**config.mk**
```make
export PLATFORM = sky130hd
export DESIGN_NAME = dff_rr_arb
export DESIGN_NICKNAME = d
export VERILOG_FILES = /design/src/rtl/dff_rr_arb_pkg.sv /design/src/rtl/dff.sv /design/src/rtl/dff_rr_arb_rr_pick.sv /design/src/rtl/dff_rr_arb.sv
export SDC_FILE = /design/constraint.sdc
export NUM_CORES = 1
export LEC_CHECK = 0
export ABC_CLOCK_PERIOD_IN_PS = 2200
export CAP_MARGIN = 20
export CORE_MARGIN = 5
export CORE_UTILIZATION = 34
export CTS_CLUSTER_SIZE = 8
export DETAILED_ROUTE_END_ITERATION = 8
export PLACE_DENSITY = 0.86
export SLEW_MARGIN = 20
export SYNTH_ARGS = -nofsm -noshare
export SYNTH_HDL_FRONTEND = slang
export SYNTH_SLANG_ARGS = --single-unit
export TNS_END_PERCENT = 30
```
**constraint.sdc**
```tcl
create_clock -name clk -period 2.2 [get_ports clk]
set_input_delay 0.44 -clock clk [delete_from_list [all_inputs] [get_ports clk]]
set_output_delay 0.44 -clock clk [all_outputs]
set_load 0.05 [all_outputs]
```
**src/rtl/dff_rr_arb_pkg.sv**
```systemverilog
// dff_rr_arb_pkg: shared types, default sizes and pointer helper for the round-robin slot arbiter
package dff_rr_arb_pkg;
  localparam int N_DEF = 4;
  localparam int W_DEF = 32;
  localparam int IDW_DEF = (N_DEF > 1) ? $clog2(N_DEF) : 1;
  typedef logic [IDW_DEF-1:0] id_t;
  typedef enum logic {ARB, LOCKED} state_e;
  function automatic int unsigned ptr_inc(input int unsigned w, input int unsigned n);
    return (w == n - 1) ? 0 : w + 1;
  endfunction
endpackage

```
**src/rtl/dff.sv**
```systemverilog
// dff: plain register with asynchronous active-low clear
//   clk, arst_n : clock and reset
//   d, q        : WIDTH-bit data in/out
module dff #(
  parameter int WIDTH = 1
) (
  input  logic             clk,
  input  logic             arst_n,
  input  logic [WIDTH-1:0] d,
  output logic [WIDTH-1:0] q
);
  always_ff @(posedge clk or negedge arst_n)
    if (!arst_n) q <= '0;
    else q <= d;
endmodule

```
**src/rtl/dff_rr_arb_rr_pick.sv**
```systemverilog
// rr_pick: combinational round-robin pick, first request at or after ptr
//   req  : N-bit request vector
//   ptr  : search start index
//   gnt  : one-hot winner, idx : encoded winner, any : some request present
module rr_pick #(
  parameter int N = 4,
  parameter int IDW = (N > 1) ? $clog2(N) : 1
) (
  input  logic [N-1:0]   req,
  input  logic [IDW-1:0] ptr,
  output logic [N-1:0]   gnt,
  output logic [IDW-1:0] idx,
  output logic           any
);
  logic [2*N-1:0] dbl;
  logic found;
  int s;
  // Searching a doubled copy from ptr upward covers the wrap without a modulo per bit.
  always_comb begin
    dbl = {req, req};
    found = 1'b0;
    s = 0;
    idx = '0;
    for (int k = 0; k < N; k++)
      if (!found && dbl[int'(ptr) + k]) begin
        found = 1'b1;
        s = int'(ptr) + k;
        s = (s >= N) ? s - N : s;
        idx = IDW'(s);
      end
    any = |req;
    gnt = any ? (N'(1) << idx) : '0;
  end
endmodule

```
**src/rtl/dff_rr_arb.sv**
```systemverilog
// dff_rr_arb: round-robin arbiter with packet lock feeding one registered valid/ready slot
//   clk, arst_n                : clock, asynchronous active-low reset
//   in_vld/in_data/in_last     : N requester beats (requester i at in_data[i*W +: W])
//   in_rdy                     : per-requester accept, one-hot or zero
//   out_vld/out_data/out_last  : registered output beat
//   out_id                     : requester that supplied the beat
//   out_rdy                    : downstream accept
module dff_rr_arb
  import dff_rr_arb_pkg::*;
#(
  parameter int N = N_DEF,
  parameter int W = W_DEF,
  parameter int IDW = (N > 1) ? $clog2(N) : 1
) (
  input  logic           clk,
  input  logic           arst_n,
  input  logic [N-1:0]   in_vld,
  input  logic [N*W-1:0] in_data,
  input  logic [N-1:0]   in_last,
  output logic [N-1:0]   in_rdy,
  output logic           out_vld,
  output logic [W-1:0]   out_data,
  output logic           out_last,
  output logic [IDW-1:0] out_id,
  input  logic           out_rdy
);
  state_e state_q, state_d;
  logic [IDW-1:0] ptr_q, ptr_d, lk_q, lk_d, pick_idx, win;
  logic [N-1:0] pick_gnt, grant, rdy;
  logic pick_any, cap_en, xfer, win_last, vld_q, vld_d;
  logic [W-1:0] win_data;
  logic [W+IDW:0] pay_d, pay_q;

  rr_pick #(.N(N), .IDW(IDW)) u_pick (
    .req(in_vld),
    .ptr(ptr_q),
    .gnt(pick_gnt),
    .idx(pick_idx),
    .any(pick_any)
  );

  always_comb begin
    cap_en = !vld_q || out_rdy;
    win = (state_q == LOCKED) ? lk_q : pick_idx;
    grant = (state_q == LOCKED) ? (in_vld[lk_q] ? (N'(1) << lk_q) : '0)
                                : (pick_any ? pick_gnt : '0);
    rdy = cap_en ? grant : '0;
    xfer = |(in_vld & rdy);
    win_data = in_data[int'(win)*W +: W];
    win_last = in_last[win];
    pay_d = xfer ? {win_last, win, win_data} : pay_q;
    // A fresh capture wins over draining, so back-to-back beats leave no bubble.
    vld_d = xfer || (vld_q && !out_rdy);
    state_d = state_q;
    lk_d = lk_q;
    ptr_d = ptr_q;
    if (xfer && win_last) begin
      state_d = ARB;
      ptr_d = IDW'(ptr_inc(32'(win), N));
    end else if (xfer && state_q == ARB) begin
      state_d = LOCKED;
      lk_d = win;
    end
  end

  always_ff @(posedge clk or negedge arst_n)
    if (!arst_n) begin
      state_q <= ARB;
      ptr_q <= '0;
      lk_q <= '0;
      vld_q <= 1'b0;
    end else begin
      state_q <= state_d;
      ptr_q <= ptr_d;
      lk_q <= lk_d;
      vld_q <= vld_d;
    end

  dff #(.WIDTH(W + IDW + 1)) u_pay (
    .clk(clk),
    .arst_n(arst_n),
    .d(pay_d),
    .q(pay_q)
  );

  // Reset holds every requester off even though the arbiter itself is combinational.
  assign in_rdy = rdy & {N{arst_n}};
  assign out_vld = vld_q;
  assign {out_last, out_id, out_data} = pay_q;
endmodule

```
==> results.yml <==
status:
  status: "finished, violations left"
  failed_checks: "negative setup slack"
setup_path:
  worstSetupEndpointType: "output port"
  critPathMaxStageDelay_ps: 270
  crit_required_ps: 1760
  crit_buf_inv: 2
  crit_start: "in_vld[2]"
  worstPathCellList: "dlygate4sd2_1 > nor2b_4 > nor3b_4 > o22ai_4 > and2_4 > a21o_1 > and2_4 > buf_12"
  critPathLaunchType: "input pin"
  cp_top_family: "simple AND/OR/NAND/NOR gates"
  reg2reg_from: "ptr_q[0]$_DFFE_PN0P_"
  critPathKind: "input pin to output port"
  critPathMaxFanout: 4
  cpMostUsedCell: "and2_4"
  slowest_stage: "dlygate4sd2_1"
  crit_arrival_ps: 1890
min_path:
  hold_path_class: "register to register"
  hold_start: "u_pay.q[24]$_DFFE_PN0P_"
route:
  wl_per_cell_um: 16.3
  drc_errors: 0
  antenna_left: 0
  drt-met1-wl_um: 4250
  initialDrtViolationCount: 100
  viasPerCell: 5.27
  maxUsedRoutingLayer: "met4"
  vias: 3617
  first_pass_iters: 4
  met3WireLength_um: 1010
  met2_length_um: 5630
  totalWireLength_um: 11200
cts:
  root_buffer: "clkbuf_8"
  ctsLongestPathBuffers: 2
  clock-sinks: 41
  clkLatencyLatePin_ps: 290
  cts_buffers: 5
  cts.clk_slew.worst_paths_ps: 70
  cts_tree: "done"
  htree_levels: 2
synthesis:
  synth_top_area_share_pct: 36.3
  synth.net_count: 512
  synth-simple-area-share_pct: 25.6
  synth-adder-area-share_pct: 0.443
  ys_warn_count: 0
  synth_edf_count: 0
  synth_cell_types: 45
  ys_top_cells_by_area: "dfrtp_1 36%, nand2_1 18%, a32o_1 11%, a21oi_1 5.8%, o21ai_1 4.6%"
  synth_top_family_by_area: "compound AO/OA/AOI/OAI gates"
  synth-seq-cells: 41
  synth_most_common_cell: "nand2_1"
  yosysSeqAreaShare_pct: 36.3
  ys.flop_type: "dfrtp_1"
  synth_common_cells: "137 x nand2_1, 41 x dfrtp_1, 33 x a21oi_1"
  syn_area_per_cell_um2: 7.60
  synth_compound_area_share_pct: 29.8
  synthXorXnorAreaFrac_pct: 0
  synth_top_cell_by_area: "dfrtp_1"
  syn_inst: 372
  netlist_area_mm2: 0.00283
  ys_async_sr_fraction_pct: 100
  synthMuxAreaShare_pct: 1.55
placement:
  numPortBuffers: 178
  place_ws_ps: -674
  postPlaceCellArea_mm2: 0.00496
  hpwlAfterDp_um: 8380
  place.gp.congestion: 0.963
timing:
  slew_headroom_pct: 64.5
  fin_crit_sh_pct: 106
  hold_viol: 0
  rsz0062_at_grt: "true"
  setup_viol: 20
  min_period_ps: 2330
  tightestPinTransition_ps: 531
  fin_worst_skew_ps: 11.3
  fin_ws_ps: -125
  max_freq_ghz: 0.430
  slew_violations: 0
floorplan:
  boundaryPins: 179
  chipHeight_um: 101
  num_rows: 33
  start_util_pct: 34.6
  coreArea_mm2: 0.00818
  die_x_um: 101
  dieArea_mm2: 0.0102
layout:
  n_fill_cell: 643
  final_area_mm2: 0.00543
  final_util_pct: 66.5
  n_antenna_cell: 0
  nets: 721
  drive_gt1_share_pct: 18.1
  areaGrowthSynthToFinish_pct: 92.3
power:
  finalPower_mw: 8.95
  p_leak_nw: 2.30
  ir_worst_vdd_mv: 0.693
  power_per_cell_area_mw_per_mm2: 1650
global_routing:
  grt_max_degree: 39
  overflow: 0
  grt_use_total_pct: 21.0
  first_global_vias: 3800
  grt_pass1_wl_um: 17500
  antenna_found_initial: 0
run:
  drv_cap: 0
-- power by group --
part / switching (mW) / internal [mW]
Sequential: 0.269 / 1.18
Clock: 0.262 / 0.330
Combinational: 3.89 / 3.02
-- area by class of cell --
type                       count  area (um^2)  share of cell area [%]
multi-input combinational    296         1840                    33.8
clock inverter                 2         35.0                   0.645
clock buffer                   5         68.8                    1.27
timing repair buffer         233         2310                    42.6
sequential                    41         1030                    19.0
tap                          105          131                    2.42
inverter                       4         17.5                   0.322
-- per-stage QoR --
step | hold slack, ps | instances | setup TNS [ps]
after floorplan | 144 | 372 | -107
after global placement | 256 | 665 | -21730
after detailed placement | 259 | 665 | -25850
after CTS | 486 | 684 | -750
after global routing | 507 | 686 | -4140
final | 479 | 686 | -947
-- worst min-delay path: stages (launching register included) --
cell     delay, ps
dfrtp_1        340
nand2_1         40
o21ai_0         60
-- placed cells by master (no fill, tap or decap), types with 3 or more instances in the layout --
cell type,n
nor2b_4,6
o21ai_0,10
buf_6,8
clkbuf_8,5
buf_12,7
dfrtp_1,38
a32o_1,32
nor2_1,3
buf_2,3
o21ai_1,26
dfrtp_2,3
inv_1,3
buf_4,41
a21oi_1,33
clkdlybuf4s50_1,168
nand2_1,137
nand2b_1,4
-- kinds of logic after synthesis --
family | count (synthesis)
flops | 41
simple gates | 172
compound gates | 120
mux | 3
fa+ha+maj | 1
buf+inv | 35
-- layer usage --
layer,vias up,global-route usage (%)
li1,1737,-
met1,1678,23.3
met2,176,37.7
met3,26,5.99
met4,0,8.28
met5,-,0
-- flip-flops by register name (all words and copies together) (netlist names) --
register / count
state_q: 1
lk_q: 2
u_pay.q: 35
ptr_q: 2
out_vld: 1
-- repair_timing --
action,4_1_cts,5_1_grt
resized for setup,65,7
setup buffers,9,2
gates cloned,2,0
hold endpoints to repair,1,0
hold buffers,1,0
pin swaps,13,9
setup endpoints to repair,44,44
-- final timing paths --
path	to	slack, ps	cells after the start
hold / removal	u_pay.q[24]$_DFFE_PN0P_	480	2
min in group asynchronous	u_pay.q[32]$_DFFE_PN0P_	500	2
max in group asynchronous	ptr_q[1]$_DFFE_PN0P_	1190	3
setup / recovery	in_rdy[2]	-130	8
setup reg to reg	ptr_q[1]$_DFFE_PN0P_	-120	9
hold reg to reg	u_pay.q[24]$_DFFE_PN0P_	480	2
Power figures use the tool's default switching activity.
